## src/rtl/hazard_forward_unit_pkg.sv

```systemverilog
// Shared types for the pipeline hazard/forwarding unit: forwarding mux selects,
// mul/div scoreboard states and the hard-wired zero register.
package pipe_pkg;

  typedef enum logic [1:0] {
    FWD_REG = 2'b00,
    FWD_W   = 2'b01,
    FWD_M   = 2'b10
  } fwd_sel_t;

  typedef enum logic [1:0] {
    IDLE = 2'd0,
    BUSY = 2'd1,
    WB   = 2'd2
  } md_state_t;

  localparam int REG_ZERO = 0;

endpackage

```

## src/rtl/hazard_forward_unit_if.sv

```systemverilog
// Pipeline-side bundle of the hazard unit: register tags and stage controls in,
// mux selects, stall/flush and mul/div scoreboard status out.
interface hazard_forward_unit_if #(
  parameter int REG_W = 5
);
  logic [REG_W-1:0] rsD;
  logic [REG_W-1:0] rtD;
  logic [REG_W-1:0] rsE;
  logic [REG_W-1:0] rtE;
  logic [REG_W-1:0] writeRegisterE;
  logic [REG_W-1:0] writeRegisterM;
  logic [REG_W-1:0] writeRegisterW;
  logic             regWriteE;
  logic             regWriteM;
  logic             regWriteW;
  logic             memToRegE;
  logic             memToRegM;
  logic             branchD;
  logic             mdOpD;
  logic             mdStartE;
  logic [REG_W-1:0] mdDestE;

  logic [1:0]       ForwardAE;
  logic [1:0]       ForwardBE;
  logic             ForwardAD;
  logic             ForwardBD;
  logic             stallF;
  logic             stallD;
  logic             flushE;
  logic             mdBusy;
  logic             mdWriteback;
  logic [REG_W-1:0] mdDest;
  logic             mdOverrun;

  modport master (
    output rsD, rtD, rsE, rtE, writeRegisterE, writeRegisterM, writeRegisterW,
           regWriteE, regWriteM, regWriteW, memToRegE, memToRegM, branchD,
           mdOpD, mdStartE, mdDestE,
    input  ForwardAE, ForwardBE, ForwardAD, ForwardBD, stallF, stallD, flushE,
           mdBusy, mdWriteback, mdDest, mdOverrun
  );

  modport slave (
    input  rsD, rtD, rsE, rtE, writeRegisterE, writeRegisterM, writeRegisterW,
           regWriteE, regWriteM, regWriteW, memToRegE, memToRegM, branchD,
           mdOpD, mdStartE, mdDestE,
    output ForwardAE, ForwardBE, ForwardAD, ForwardBD, stallF, stallD, flushE,
           mdBusy, mdWriteback, mdDest, mdOverrun
  );

endinterface

```

## src/rtl/hazard_forward_unit_md_scoreboard.sv

```systemverilog
// Scoreboard for the single long-latency mul/div unit: tracks the in-flight
// destination, times the writeback with a down-counter and raises D-stage stalls.
//
//  state | meaning
//  IDLE  | no mul/div in flight
//  BUSY  | op in flight, counter running toward writeback
//  WB    | result written this cycle; a new op may issue back-to-back
module md_scoreboard
  import pipe_pkg::*;
#(
  parameter int REG_W  = 5,
  parameter int MD_LAT = 4,
  parameter int CNT_W  = 3
) (
  input  logic             clk,
  input  logic             rst,
  input  logic             md_start,
  input  logic [REG_W-1:0] md_dest_in,
  input  logic             md_op_d,
  input  logic [REG_W-1:0] rs_d,
  input  logic [REG_W-1:0] rt_d,
  output logic             md_busy,
  output logic             md_wb,
  output logic [REG_W-1:0] md_dest,
  output logic             md_overrun,
  output logic             md_stall
);

  md_state_t        state_q, state_d;
  logic [CNT_W-1:0] cnt_q, cnt_d;
  logic [REG_W-1:0] dest_q, dest_d;
  logic             busy_q, busy_d;
  logic             wb_q, wb_d;
  logic             ovr_q, ovr_d;
  logic             dest_hit;

  always_comb begin
    state_d = state_q;
    cnt_d   = cnt_q;
    dest_d  = dest_q;
    ovr_d   = ovr_q;
    case (state_q)
      IDLE: begin
        if (md_start) begin
          state_d = BUSY;
          cnt_d   = CNT_W'(MD_LAT - 2);
          dest_d  = md_dest_in;
        end
      end
      BUSY: begin
        // a second issue while busy is dropped but remembered
        if (md_start) ovr_d = 1'b1;
        if (cnt_q <= CNT_W'(1)) begin
          state_d = WB;
          cnt_d   = '0;
        end else begin
          cnt_d = cnt_q - CNT_W'(1);
        end
      end
      WB: begin
        if (md_start) begin
          state_d = BUSY;
          cnt_d   = CNT_W'(MD_LAT - 2);
          dest_d  = md_dest_in;
        end else begin
          state_d = IDLE;
        end
      end
      default: begin
        state_d = IDLE;
        cnt_d   = '0;
      end
    endcase
    busy_d = (state_d != IDLE);
    wb_d   = (state_d == WB);
  end

  always_ff @(posedge clk or posedge rst) begin
    if (rst) begin
      state_q <= IDLE;
      cnt_q   <= '0;
      dest_q  <= '0;
      busy_q  <= 1'b0;
      wb_q    <= 1'b0;
      ovr_q   <= 1'b0;
    end else begin
      state_q <= state_d;
      cnt_q   <= cnt_d;
      dest_q  <= dest_d;
      busy_q  <= busy_d;
      wb_q    <= wb_d;
      ovr_q   <= ovr_d;
    end
  end

  // readers of the pending result wait through WB; a second mul/div only waits in BUSY
  assign dest_hit = ((rs_d != REG_W'(REG_ZERO)) && (rs_d == dest_q)) ||
                    ((rt_d != REG_W'(REG_ZERO)) && (rt_d == dest_q));

  assign md_stall   = ((state_q == BUSY) && md_op_d) || (busy_q && dest_hit);
  assign md_busy    = busy_q;
  assign md_wb      = wb_q;
  assign md_dest    = dest_q;
  assign md_overrun = ovr_q;

endmodule

```

## src/rtl/hazard_forward_unit.sv

```systemverilog
// Hazard/forwarding unit for the 5-stage pipeline: E-stage operand and D-stage
// comparator forwarding, load-use/branch/mul-div stalls.
module hazard_forward_unit
  import pipe_pkg::*;
#(
  parameter int REG_W  = 5,
  parameter int MD_LAT = 4,
  parameter int CNT_W  = 3
) (
  input  logic                  clk,
  input  logic                  rst,
  hazard_forward_unit_if.slave  bus
);

  fwd_sel_t fwd_ae, fwd_be;
  logic     lw_stall, br_stall, md_stall, stall;

  function automatic logic reg_hit(input logic [REG_W-1:0] wr, input logic [REG_W-1:0] src);
    return (src != REG_W'(REG_ZERO)) && (wr == src);
  endfunction

  // M result is the newer value, so it wins over W
  always_comb begin
    fwd_ae = FWD_REG;
    if (bus.regWriteM && reg_hit(bus.writeRegisterM, bus.rsE))      fwd_ae = FWD_M;
    else if (bus.regWriteW && reg_hit(bus.writeRegisterW, bus.rsE)) fwd_ae = FWD_W;

    fwd_be = FWD_REG;
    if (bus.regWriteM && reg_hit(bus.writeRegisterM, bus.rtE))      fwd_be = FWD_M;
    else if (bus.regWriteW && reg_hit(bus.writeRegisterW, bus.rtE)) fwd_be = FWD_W;
  end

  always_comb begin
    lw_stall = bus.memToRegE && bus.regWriteE &&
               (reg_hit(bus.writeRegisterE, bus.rsD) || reg_hit(bus.writeRegisterE, bus.rtD));
    br_stall = bus.branchD &&
               ((bus.regWriteE &&
                 (reg_hit(bus.writeRegisterE, bus.rsD) || reg_hit(bus.writeRegisterE, bus.rtD))) ||
                (bus.memToRegM &&
                 (reg_hit(bus.writeRegisterM, bus.rsD) || reg_hit(bus.writeRegisterM, bus.rtD))));
    stall    = lw_stall || br_stall || md_stall;
  end

  md_scoreboard #(
    .REG_W  (REG_W),
    .MD_LAT (MD_LAT),
    .CNT_W  (CNT_W)
  ) u_md_scoreboard (
    .clk        (clk),
    .rst        (rst),
    .md_start   (bus.mdStartE),
    .md_dest_in (bus.mdDestE),
    .md_op_d    (bus.mdOpD),
    .rs_d       (bus.rsD),
    .rt_d       (bus.rtD),
    .md_busy    (bus.mdBusy),
    .md_wb      (bus.mdWriteback),
    .md_dest    (bus.mdDest),
    .md_overrun (bus.mdOverrun),
    .md_stall   (md_stall)
  );

  assign bus.ForwardAE = fwd_ae;
  assign bus.ForwardBE = fwd_be;
  assign bus.ForwardAD = bus.regWriteM && reg_hit(bus.writeRegisterM, bus.rsD);
  assign bus.ForwardBD = bus.regWriteM && reg_hit(bus.writeRegisterM, bus.rtD);
  assign bus.stallF    = stall;
  assign bus.stallD    = stall;
  assign bus.flushE    = stall;

endmodule

```

## src/flat_wrapper.sv

```systemverilog
// flat-port wrapper written by rule: the top's interface ports become plain ports
module hazard_forward_unit_flat import pipe_pkg::*;
#(
  parameter int REG_W  = 5,
  parameter int MD_LAT = 4,
  parameter int CNT_W  = 3
)
  (clk, rst, bus_rsD, bus_rtD, bus_rsE, bus_rtE, bus_writeRegisterE, bus_writeRegisterM, bus_writeRegisterW, bus_regWriteE, bus_regWriteM, bus_regWriteW, bus_memToRegE, bus_memToRegM, bus_branchD, bus_mdOpD, bus_mdStartE, bus_mdDestE, bus_ForwardAE, bus_ForwardBE, bus_ForwardAD, bus_ForwardBD, bus_stallF, bus_stallD, bus_flushE, bus_mdBusy, bus_mdWriteback, bus_mdDest, bus_mdOverrun);
  hazard_forward_unit_if #(.REG_W(REG_W)) bus_i ();
  input  logic clk;
  input  logic rst;
  input wire logic [$bits(bus_i.rsD)-1:0] bus_rsD;
  input wire logic [$bits(bus_i.rtD)-1:0] bus_rtD;
  input wire logic [$bits(bus_i.rsE)-1:0] bus_rsE;
  input wire logic [$bits(bus_i.rtE)-1:0] bus_rtE;
  input wire logic [$bits(bus_i.writeRegisterE)-1:0] bus_writeRegisterE;
  input wire logic [$bits(bus_i.writeRegisterM)-1:0] bus_writeRegisterM;
  input wire logic [$bits(bus_i.writeRegisterW)-1:0] bus_writeRegisterW;
  input wire logic [$bits(bus_i.regWriteE)-1:0] bus_regWriteE;
  input wire logic [$bits(bus_i.regWriteM)-1:0] bus_regWriteM;
  input wire logic [$bits(bus_i.regWriteW)-1:0] bus_regWriteW;
  input wire logic [$bits(bus_i.memToRegE)-1:0] bus_memToRegE;
  input wire logic [$bits(bus_i.memToRegM)-1:0] bus_memToRegM;
  input wire logic [$bits(bus_i.branchD)-1:0] bus_branchD;
  input wire logic [$bits(bus_i.mdOpD)-1:0] bus_mdOpD;
  input wire logic [$bits(bus_i.mdStartE)-1:0] bus_mdStartE;
  input wire logic [$bits(bus_i.mdDestE)-1:0] bus_mdDestE;
  output wire logic [$bits(bus_i.ForwardAE)-1:0] bus_ForwardAE;
  output wire logic [$bits(bus_i.ForwardBE)-1:0] bus_ForwardBE;
  output wire logic [$bits(bus_i.ForwardAD)-1:0] bus_ForwardAD;
  output wire logic [$bits(bus_i.ForwardBD)-1:0] bus_ForwardBD;
  output wire logic [$bits(bus_i.stallF)-1:0] bus_stallF;
  output wire logic [$bits(bus_i.stallD)-1:0] bus_stallD;
  output wire logic [$bits(bus_i.flushE)-1:0] bus_flushE;
  output wire logic [$bits(bus_i.mdBusy)-1:0] bus_mdBusy;
  output wire logic [$bits(bus_i.mdWriteback)-1:0] bus_mdWriteback;
  output wire logic [$bits(bus_i.mdDest)-1:0] bus_mdDest;
  output wire logic [$bits(bus_i.mdOverrun)-1:0] bus_mdOverrun;
  assign bus_i.rsD = bus_rsD;
  assign bus_i.rtD = bus_rtD;
  assign bus_i.rsE = bus_rsE;
  assign bus_i.rtE = bus_rtE;
  assign bus_i.writeRegisterE = bus_writeRegisterE;
  assign bus_i.writeRegisterM = bus_writeRegisterM;
  assign bus_i.writeRegisterW = bus_writeRegisterW;
  assign bus_i.regWriteE = bus_regWriteE;
  assign bus_i.regWriteM = bus_regWriteM;
  assign bus_i.regWriteW = bus_regWriteW;
  assign bus_i.memToRegE = bus_memToRegE;
  assign bus_i.memToRegM = bus_memToRegM;
  assign bus_i.branchD = bus_branchD;
  assign bus_i.mdOpD = bus_mdOpD;
  assign bus_i.mdStartE = bus_mdStartE;
  assign bus_i.mdDestE = bus_mdDestE;
  assign bus_ForwardAE = bus_i.ForwardAE;
  assign bus_ForwardBE = bus_i.ForwardBE;
  assign bus_ForwardAD = bus_i.ForwardAD;
  assign bus_ForwardBD = bus_i.ForwardBD;
  assign bus_stallF = bus_i.stallF;
  assign bus_stallD = bus_i.stallD;
  assign bus_flushE = bus_i.flushE;
  assign bus_mdBusy = bus_i.mdBusy;
  assign bus_mdWriteback = bus_i.mdWriteback;
  assign bus_mdDest = bus_i.mdDest;
  assign bus_mdOverrun = bus_i.mdOverrun;
  hazard_forward_unit #(.REG_W(REG_W), .MD_LAT(MD_LAT), .CNT_W(CNT_W)) u_core (.clk(clk), .rst(rst), .bus(bus_i));
endmodule
```

## config.mk

```make
export PLATFORM = sky130hd
export DESIGN_NAME = hazard_forward_unit_flat
export DESIGN_NICKNAME = d
export VERILOG_FILES = /design/src/rtl/hazard_forward_unit_pkg.sv /design/src/rtl/hazard_forward_unit_if.sv /design/src/rtl/hazard_forward_unit_md_scoreboard.sv /design/src/rtl/hazard_forward_unit.sv /design/src/flat_wrapper.sv
export SDC_FILE = /design/constraint.sdc
export NUM_CORES = 1
export LEC_CHECK = 0
export CORE_MARGIN = 1.5
export CORE_UTILIZATION = 40
export DETAILED_ROUTE_END_ITERATION = 7
export PLACE_DENSITY = 0.89
export SYNTH_ARGS = -nofsm -noshare
export SYNTH_HDL_FRONTEND = slang
export SYNTH_HIERARCHICAL = 1
export SYNTH_SLANG_ARGS = --single-unit
```

## constraint.sdc

```tcl
create_clock -name clk -period 2.4 [get_ports clk]
set_input_delay 0.24 -clock clk [delete_from_list [all_inputs] [get_ports clk]]
set_output_delay 0.24 -clock clk [all_outputs]
set_load 0.1 [all_outputs]
```

==> results of run 1 <==
-- power by group through the flow --
stage / clock [mW] / combinational, mW / sequential [mW]
6_report: 0.135 / 1.49 / 0.453
5_1_grt: 0.143 / 1.56 / 0.467
4_1_cts: 0.140 / 1.49 / 0.452
3_5_place_dp: 0 / 1.48 / 0.455
3_3_place_gp: 0 / 1.44 / 0.450
2_1_floorplan: 0 / 0.648 / 0.850
-- sequential cells by signal, summed over array words and instances, names as in the netlist --
name,count
u_core/u_md_scoreboard/state_q,2
u_core/u_md_scoreboard/md_overrun,1
u_core/u_md_scoreboard/md_wb,1
u_core/u_md_scoreboard/md_dest,5
u_core/u_md_scoreboard/md_busy,1
u_core/u_md_scoreboard/cnt_q,3
-- synthesized netlist by cell type --
cell      count
a21o_1        2
a21oi_1       3
a21oi_2       1
a22o_1        1
a311o_1       1
and2_1        2
and2b_1       1
buf_4         2
clkbuf_1      1
clkbuf_2      1
dfrtp_1      13
ha_1          2
inv_1         4
nand2_1      22
nand2b_1      2
nand3_1       2
nand4_1       9
nor2_1        9
nor2_4        2
nor2b_1       1
nor3_1        7
nor4_2        4
nor4b_1       1
o21ai_0       3
o21ai_1       1
o21ba_2       1
o22ai_1       2
or2_1         1
or3_1         1
or4_1         1
or4_4         3
xnor2_1      37
xor2_1       11
-- metal layers --
| metal | global-route usage | part of all wire | vias up |
|---|---|---|---|
| li1 | - | - | 679 |
| met1 | 0.248 | 0.40 | 655 |
| met2 | 0.453 | 0.52 | 61 |
| met3 | 0.0173 | 0.052 | 9 |
| met4 | 0.0952 | 0.021 | 0 |
| met5 | 0 | 0 | - |
-- worst max-delay path: stages --
cell and delay, ns:
clkdlybuf4s50_1 0.43, or4_4 0.42, a21oi_2 0.15, o22ai_1 0.10
a22o_1 0.18, a311o_2 0.39, buf_12 0.19
-- worst max path at each step --
| stage | startpoint | end | slack (ns) | cells after the start |
|---|---|---|---|---|
| 2_1_floorplan | bus_rtE[3] | bus_ForwardBE[0] | -0.06 | 4 |
| 3_3_place_gp | bus_rtD[0] | bus_flushE | -0.06 | 7 |
| 3_5_place_dp | bus_rtD[0] | bus_flushE | -0.06 | 7 |
| 4_1_cts | bus_rsD[3] | bus_flushE | 0.008 | 7 |
| 5_1_grt | bus_rsD[3] | bus_flushE | 0.02 | 7 |
| 6_report | bus_rsD[3] | bus_flushE | 0.04 | 7 |
-- placed cells by master, fill, tap and decap left out, types with 3 or more instances in the layout --
cell type / netlist / final
buf_12: 0 / 9
dlygate4sd2_1: 0 / 6
o21ai_0: 3 / 3
dfrtp_1: 13 / 8
clkbuf_4: 0 / 3
dfrtp_2: 0 / 5
nand2_1: 22 / 22
clkdlybuf4s50_1: 0 / 42
nor3_1: 7 / 6
or4_4: 3 / 4
xnor2_1: 37 / 37
buf_4: 2 / 19
nor4_4: 0 / 4
xor2_1: 11 / 11
nand4_1: 9 / 9
nor2_1: 9 / 9
inv_1: 4 / 4
-- kinds of logic after synthesis --
group | count (synthesis) | share of synthesized area
AOI/OAI and AO/OA | 15 | 0.0769
adders and majority gates | 2 | 0.0192
DFF | 13 | 0.250
and+or+nand+nor | 68 | 0.301
xor gates and xnor gates | 48 | 0.323
buffers and inverters | 8 | 0.0298
-- cell type report --
type                            instances  area, sq um
Clock buffer                            4         26.3
Fill cell                             262          856
Inverter                                4         15.0
Multi-Input combinational cell        133          986
Sequential cell                        13          332
Tap cell                               44         55.1
Timing Repair Buffer                   77          808
-- per-stage QoR --
stage                     hold slack [ns]  power (mW)  cell area, sq um  worst slack (ns)
after floorplan                     0.117        1.50              1350           -0.0570
after global placement              0.446        1.89              2190           -0.0643
after detailed placement            0.450        1.94              2190           -0.0588
after CTS                           0.281        2.08              2220           0.00849
after global routing                0.331        2.17              2220            0.0165
final                               0.279        2.08              2220            0.0417
-- what timing repair did --
item / in CTS / in global routing
pin swaps: 5 / 2
hold buffers: 0 / 0
endpoints found under the setup margin: 3 / 3
resized for setup: 8 / 1
==> flow_summary.ini, run 1 <==
[floorplanning]
dieArea_sq_mm = 0.00360
die_w_microns = 60.0
io_pins = 67
core_area_sq_mm = 0.00308
start_util = 0.423
rows = 20
die_h_microns = 60.0

[timing]
fin_crit_ns = 2.36
final_hold_viol_count = 0
tightest_slew_ns = 0.495
setup_violations = 0
tns_ns = 0
max-slew-margin-rel = 0.670
min_period_over_period = 0.983
rsz0062_at_grt = false
clock-skew-final_ns = 0.00441
fmax_ghz = 0.424
slew_viol_final = 0

[routing]
drt-initial-drc-count = 46
drc = 0
drtAntennaViolNets = 0
viasPerCell = 5.11
drt_wl_total_microns = 3950
routedWlPerCell_microns = 14.4
detail_route.first_pass.iterations = 4
vias = 1404

[run]
drv_cap = 0

[cts]
numCtsBuffers = 3
cts_max_level = 1
postCtsSetupRepairBufs = 0
clkSinkCount = 13
root_buffer = clkbuf_4
clk_latency_ns = 0.28
cts_buffer_depth = 2
cts.clk_slew.worst_paths_ns = 0.08
cts_tree = yes

[grt]
grt_max_degree = 14
grt_antenna_before_repair = 0
grt_overflow = 0
track_usage = 0.231
grt_pass1_vias = 1477
grt_pass1_wl_microns = 6320

[power_and_ir_drop]
powerDensity_mw_per_mm2 = 935
intPower_mw = 0.888
p_switching_mw = 1.19
clkPwrFrac = 0.065
seqPwrFrac = 0.218
leakagePower_nw = 0.870
ir_worst_vdd_uv = 913
swShare = 0.573
combPwrFrac = 0.717

[critical_path]
crit_arrival_ns = 2.12
r2r-end = u_core/u_md_scoreboard/cnt_q[2]
timing.rr.start = u_core/u_md_scoreboard/cnt_q[1]
required_ns = 2.16
crit_type = in2out
crit_path_end_kind = output port
reg2reg_slack_ns = 0.94
start_kind = input port
ff2ff_path_depth = 6
crit_fanout = 3

[worst_hold_path]
hp-class = in2async

[logic_synthesis]
synth-seq-cells = 13
synth_area_leader_cell = dfrtp_1
synth_top_area_frac = 0.250
synthesis.nets = 206
syn_area_per_cell_sq_um = 8.45
netlist_instances = 154
yosysSeqAreaShare = 0.250
yosysWarnings = 6
yosysUniqueCellTypes = 33
syn_area_sq_mm = 0.00130
synth_area_leaders = dfrtp_1 25%, xnor2_1 25%, xor2_1 7.4%

[cells_and_area]
diodes = 0
utilization = 0.722
layout-drive-gt1-share = 0.221
areaGrowthSynthToFinish_pct = 70.8
fin_cells = 275
fin_nets = 284

[place]
port_buffers = 66
finalWeightedCongestion = 0.852
dp.final_hpwl_microns = 3270
placed_cells = 271

[run_status]
status = finished, final reports clean
Note: power is estimated with default switching activity, not from simulation.
==> inputs of run 2 (changes only) <==
--- a/config.mk
+++ b/config.mk
@@ -5,10 +5,11 @@
 export SDC_FILE = /design/constraint.sdc
 export NUM_CORES = 1
 export LEC_CHECK = 0
+export ABC_AREA = 1
 export CORE_MARGIN = 1.5
-export CORE_UTILIZATION = 40
+export CORE_UTILIZATION = 25
 export DETAILED_ROUTE_END_ITERATION = 7
-export PLACE_DENSITY = 0.89
+export PLACE_DENSITY = 0.61
 export SYNTH_ARGS = -nofsm -noshare
 export SYNTH_HDL_FRONTEND = slang
 export SYNTH_HIERARCHICAL = 1
==> flow_summary.ini, run 2 <==
[cts]
numCtsBuffers = 3
postCtsSetupRepairBufs = 0
cts_max_level = 1
cts_tree = yes
cts.repair.resized = 0
hold_buffers = 0
cts.clk_slew.worst_paths_ns = 0.05
clkSinkCount = 13
root_buffer = clkbuf_8
cts_buffer_depth = 2
clk_latency_ns = 0.24

[routing]
vias = 1715
drt-initial-drc-count = 55
drtAntennaViolNets = 0
drc = 0
drt_wl_total_microns = 4450
viasPerCell = 4.34
routedWlPerCell_microns = 11.3
detail_route.first_pass.iterations = 5

[cells_and_area]
layout-drive-gt1-share = 0.163
areaGrowthSynthToFinish_pct = 57.4
mostFrequentLayoutCell = nand2_1
diodes = 0
n_fill_cell = 606
final_cell_mix = 87 x nand2_1, 49 x clkdlybuf4s50_1, 38 x nor2_1
fin_nets = 373
largest_reg_flops = 5
seqCellArea_sq_um = 332
multi_input_area_sq_mm = 0.00102

[floorplanning]
core_area_sq_mm = 0.00585
dieArea_sq_mm = 0.00650
rows = 28
io_pins = 67
die_h_microns = 80.6
start_util = 0.257
die_w_microns = 80.6

[timing]
tightest_slew_ns = 0.477
slew_viol_final = 0
min_period_over_period = 0.876
setup_slack_ns = 0.297
fin_crit_ns = 2.10
final_hold_viol_count = 0
rsz0062_at_grt = false
clock-skew-final_ns = 0.00344
fmax_ghz = 0.476
setup_violations = 0
max-slew-margin-rel = 0.682

[grt]
grt_max_degree = 14
grt_pass1_wl_microns = 7240
grt_overflow = 0
grt_pass1_vias = 1651
grt_antenna_before_repair = 0
track_usage = 0.142

[logic_synthesis]
synth_edf_count = 0
synthAdderAreaFrac = 0.0166
yosys.area_share.simple = 0.433
synth-seq-cells = 13
yosysSeqAreaShare = 0.216
synthMuxAreaShare = 0.00748
yosysUniqueCellTypes = 31
synthesis.nets = 305
ys_async_sr_fraction = 1.00
synth_top_family_by_area = simple AND/OR/NAND/NOR gates
syn_area_sq_mm = 0.00151
synth_area_leaders = nand2_1 22%, dfrtp_1 22%, nor2_1 9.7%
synth_xor_xnor_area_share = 0.122
ys_top_cells_by_count = 88 x nand2_1, 39 x nor2_1, 28 x inv_1, 13 x dfrtp_1, 13 x xnor2_1
yosysWarnings = 6
synth_top_area_frac = 0.219
synth.most_common_cell = nand2_1
syn_area_per_cell_sq_um = 5.95
yosys_most_used_dff = dfrtp_1
synth_area_leader_cell = nand2_1
netlist_instances = 253
synth_compound_area_frac = 0.0898

[critical_path]
worst_path_max_delay_cell = clkdlybuf4s50_1
start_kind = input port
required_ns = 2.16
cp_slowest_stage_delay_ns = 0.63
crit_fanout = 6
crit_type = in2out
path_common_cell = nand2_1
crit_arrival_ns = 1.86
crit_chain = clkdlybuf4s50_1, xnor2_1, nand2_1, nor2_1, nand2_1, nand2_1, nand2_4, nand2_1, nand2_1, nand2_2, buf_12
crit_path_end_kind = output port

[power_and_ir_drop]
p_switching_mw = 1.26
leakagePower_nw = 1.18
combPwrFrac = 0.713
power_mw = 2.17
swShare = 0.581
clkPwrFrac = 0.087
ir_worst_vdd_uv = 953
powerDensity_mw_per_mm2 = 917
seqPwrFrac = 0.200
intPower_mw = 0.911

[run_status]
status = finished, final reports clean

[worst_hold_path]
hp-class = in2async

[place]
dp_slack_ns = 0.258
dp.final_hpwl_microns = 3760
port_buffers = 66
finalWeightedCongestion = 0.813

[run]
drv_cap = 0
[run 2: cell types whose count changed after synthesis, sizes merged, moves of 3 or more]
cell | previous run | this run
nor3 | 7 | 3
nand3 | 2 | 10
or2 | 1 | 4
nand4 | 9 | 2
xnor2 | 37 | 13
xor2 | 11 | 8
nor2 | 11 | 41
nand2 | 22 | 94
or4 | 4 | 0
inv | 4 | 39
nor4 | 4 | 1
[run 2: cell type report]
type	count	share of cell area
clock buffers	3	0.0174
flip-flops and latches	13	0.140
multi-input cells	198	0.431
clock inverters	1	0.00211
inverters	39	0.0618
well taps	75	0.0396
repair buffers	66	0.308
[run 2: power by group through the flow]
stage	Clock (mW)	Combinational [mW]	Sequential, mW
detailed placement	0	1.56	0.438
global placement	0	1.55	0.437
global route	0.207	1.66	0.454
CTS	0.202	1.56	0.435
finish	0.190	1.55	0.435
floorplan	0	0.715	0.854
[run 2: path summary, 6_finish.rpt]
path                                              startpoint                                 to  slack (ns)  depth (start not counted)
setup / recovery                                  bus_rtD[1]                         bus_stallD        0.30                         11
setup reg to reg             u_core/u_md_scoreboard/cnt_q[0]    u_core/u_md_scoreboard/cnt_q[1]        1.23                          4
hold / removal                                           rst       u_core/u_md_scoreboard/md_wb        0.31                          2
hold reg to reg            u_core/u_md_scoreboard/md_overrun  u_core/u_md_scoreboard/md_overrun        0.46                          1
min in group clk           u_core/u_md_scoreboard/md_overrun  u_core/u_md_scoreboard/md_overrun        0.46                          1
max in group asynchronous                                rst  u_core/u_md_scoreboard/md_dest[0]        1.74                          2
[run 2: kinds of logic after synthesis]
family | Yosys count
muxes | 1
and+or+nand+nor | 155
buffers and inverters | 42
AOI/OAI and AO/OA | 19
DFF | 13
adders and majority gates | 2
xor gates and xnor gates | 21
[run 2: through the flow]
step	hold slack, ns	std cells	instance area (sq um)	utilization	TNS (ns)
final	0.309	395	2370	0.405	0
after detailed placement	0.448	391	2320	0.397	0
after global placement	0.452	391	2320	0.397	0
after global routing	0.382	395	2370	0.405	0
after CTS	0.321	395	2370	0.405	0
after floorplan	0.117	253	1530	-	-0.260
[run 2: metal layers]
| layer | vias up | GRT usage | share of wire |
|---|---|---|---|
| met5 | - | 0 | 0 |
| met4 | 0 | 0.0586 | 0.018 |
| met3 | 8 | 0.0216 | 0.077 |
| met2 | 55 | 0.261 | 0.48 |
| met1 | 749 | 0.162 | 0.42 |
| li1 | 903 | - | - |
[run 2: worst max-delay path: cells and delay by family]
family	cells	cell delay, ns
buffers and inverters	2	0.82
and+or+nand+nor	8	0.63
xor gates and xnor gates	1	0.16
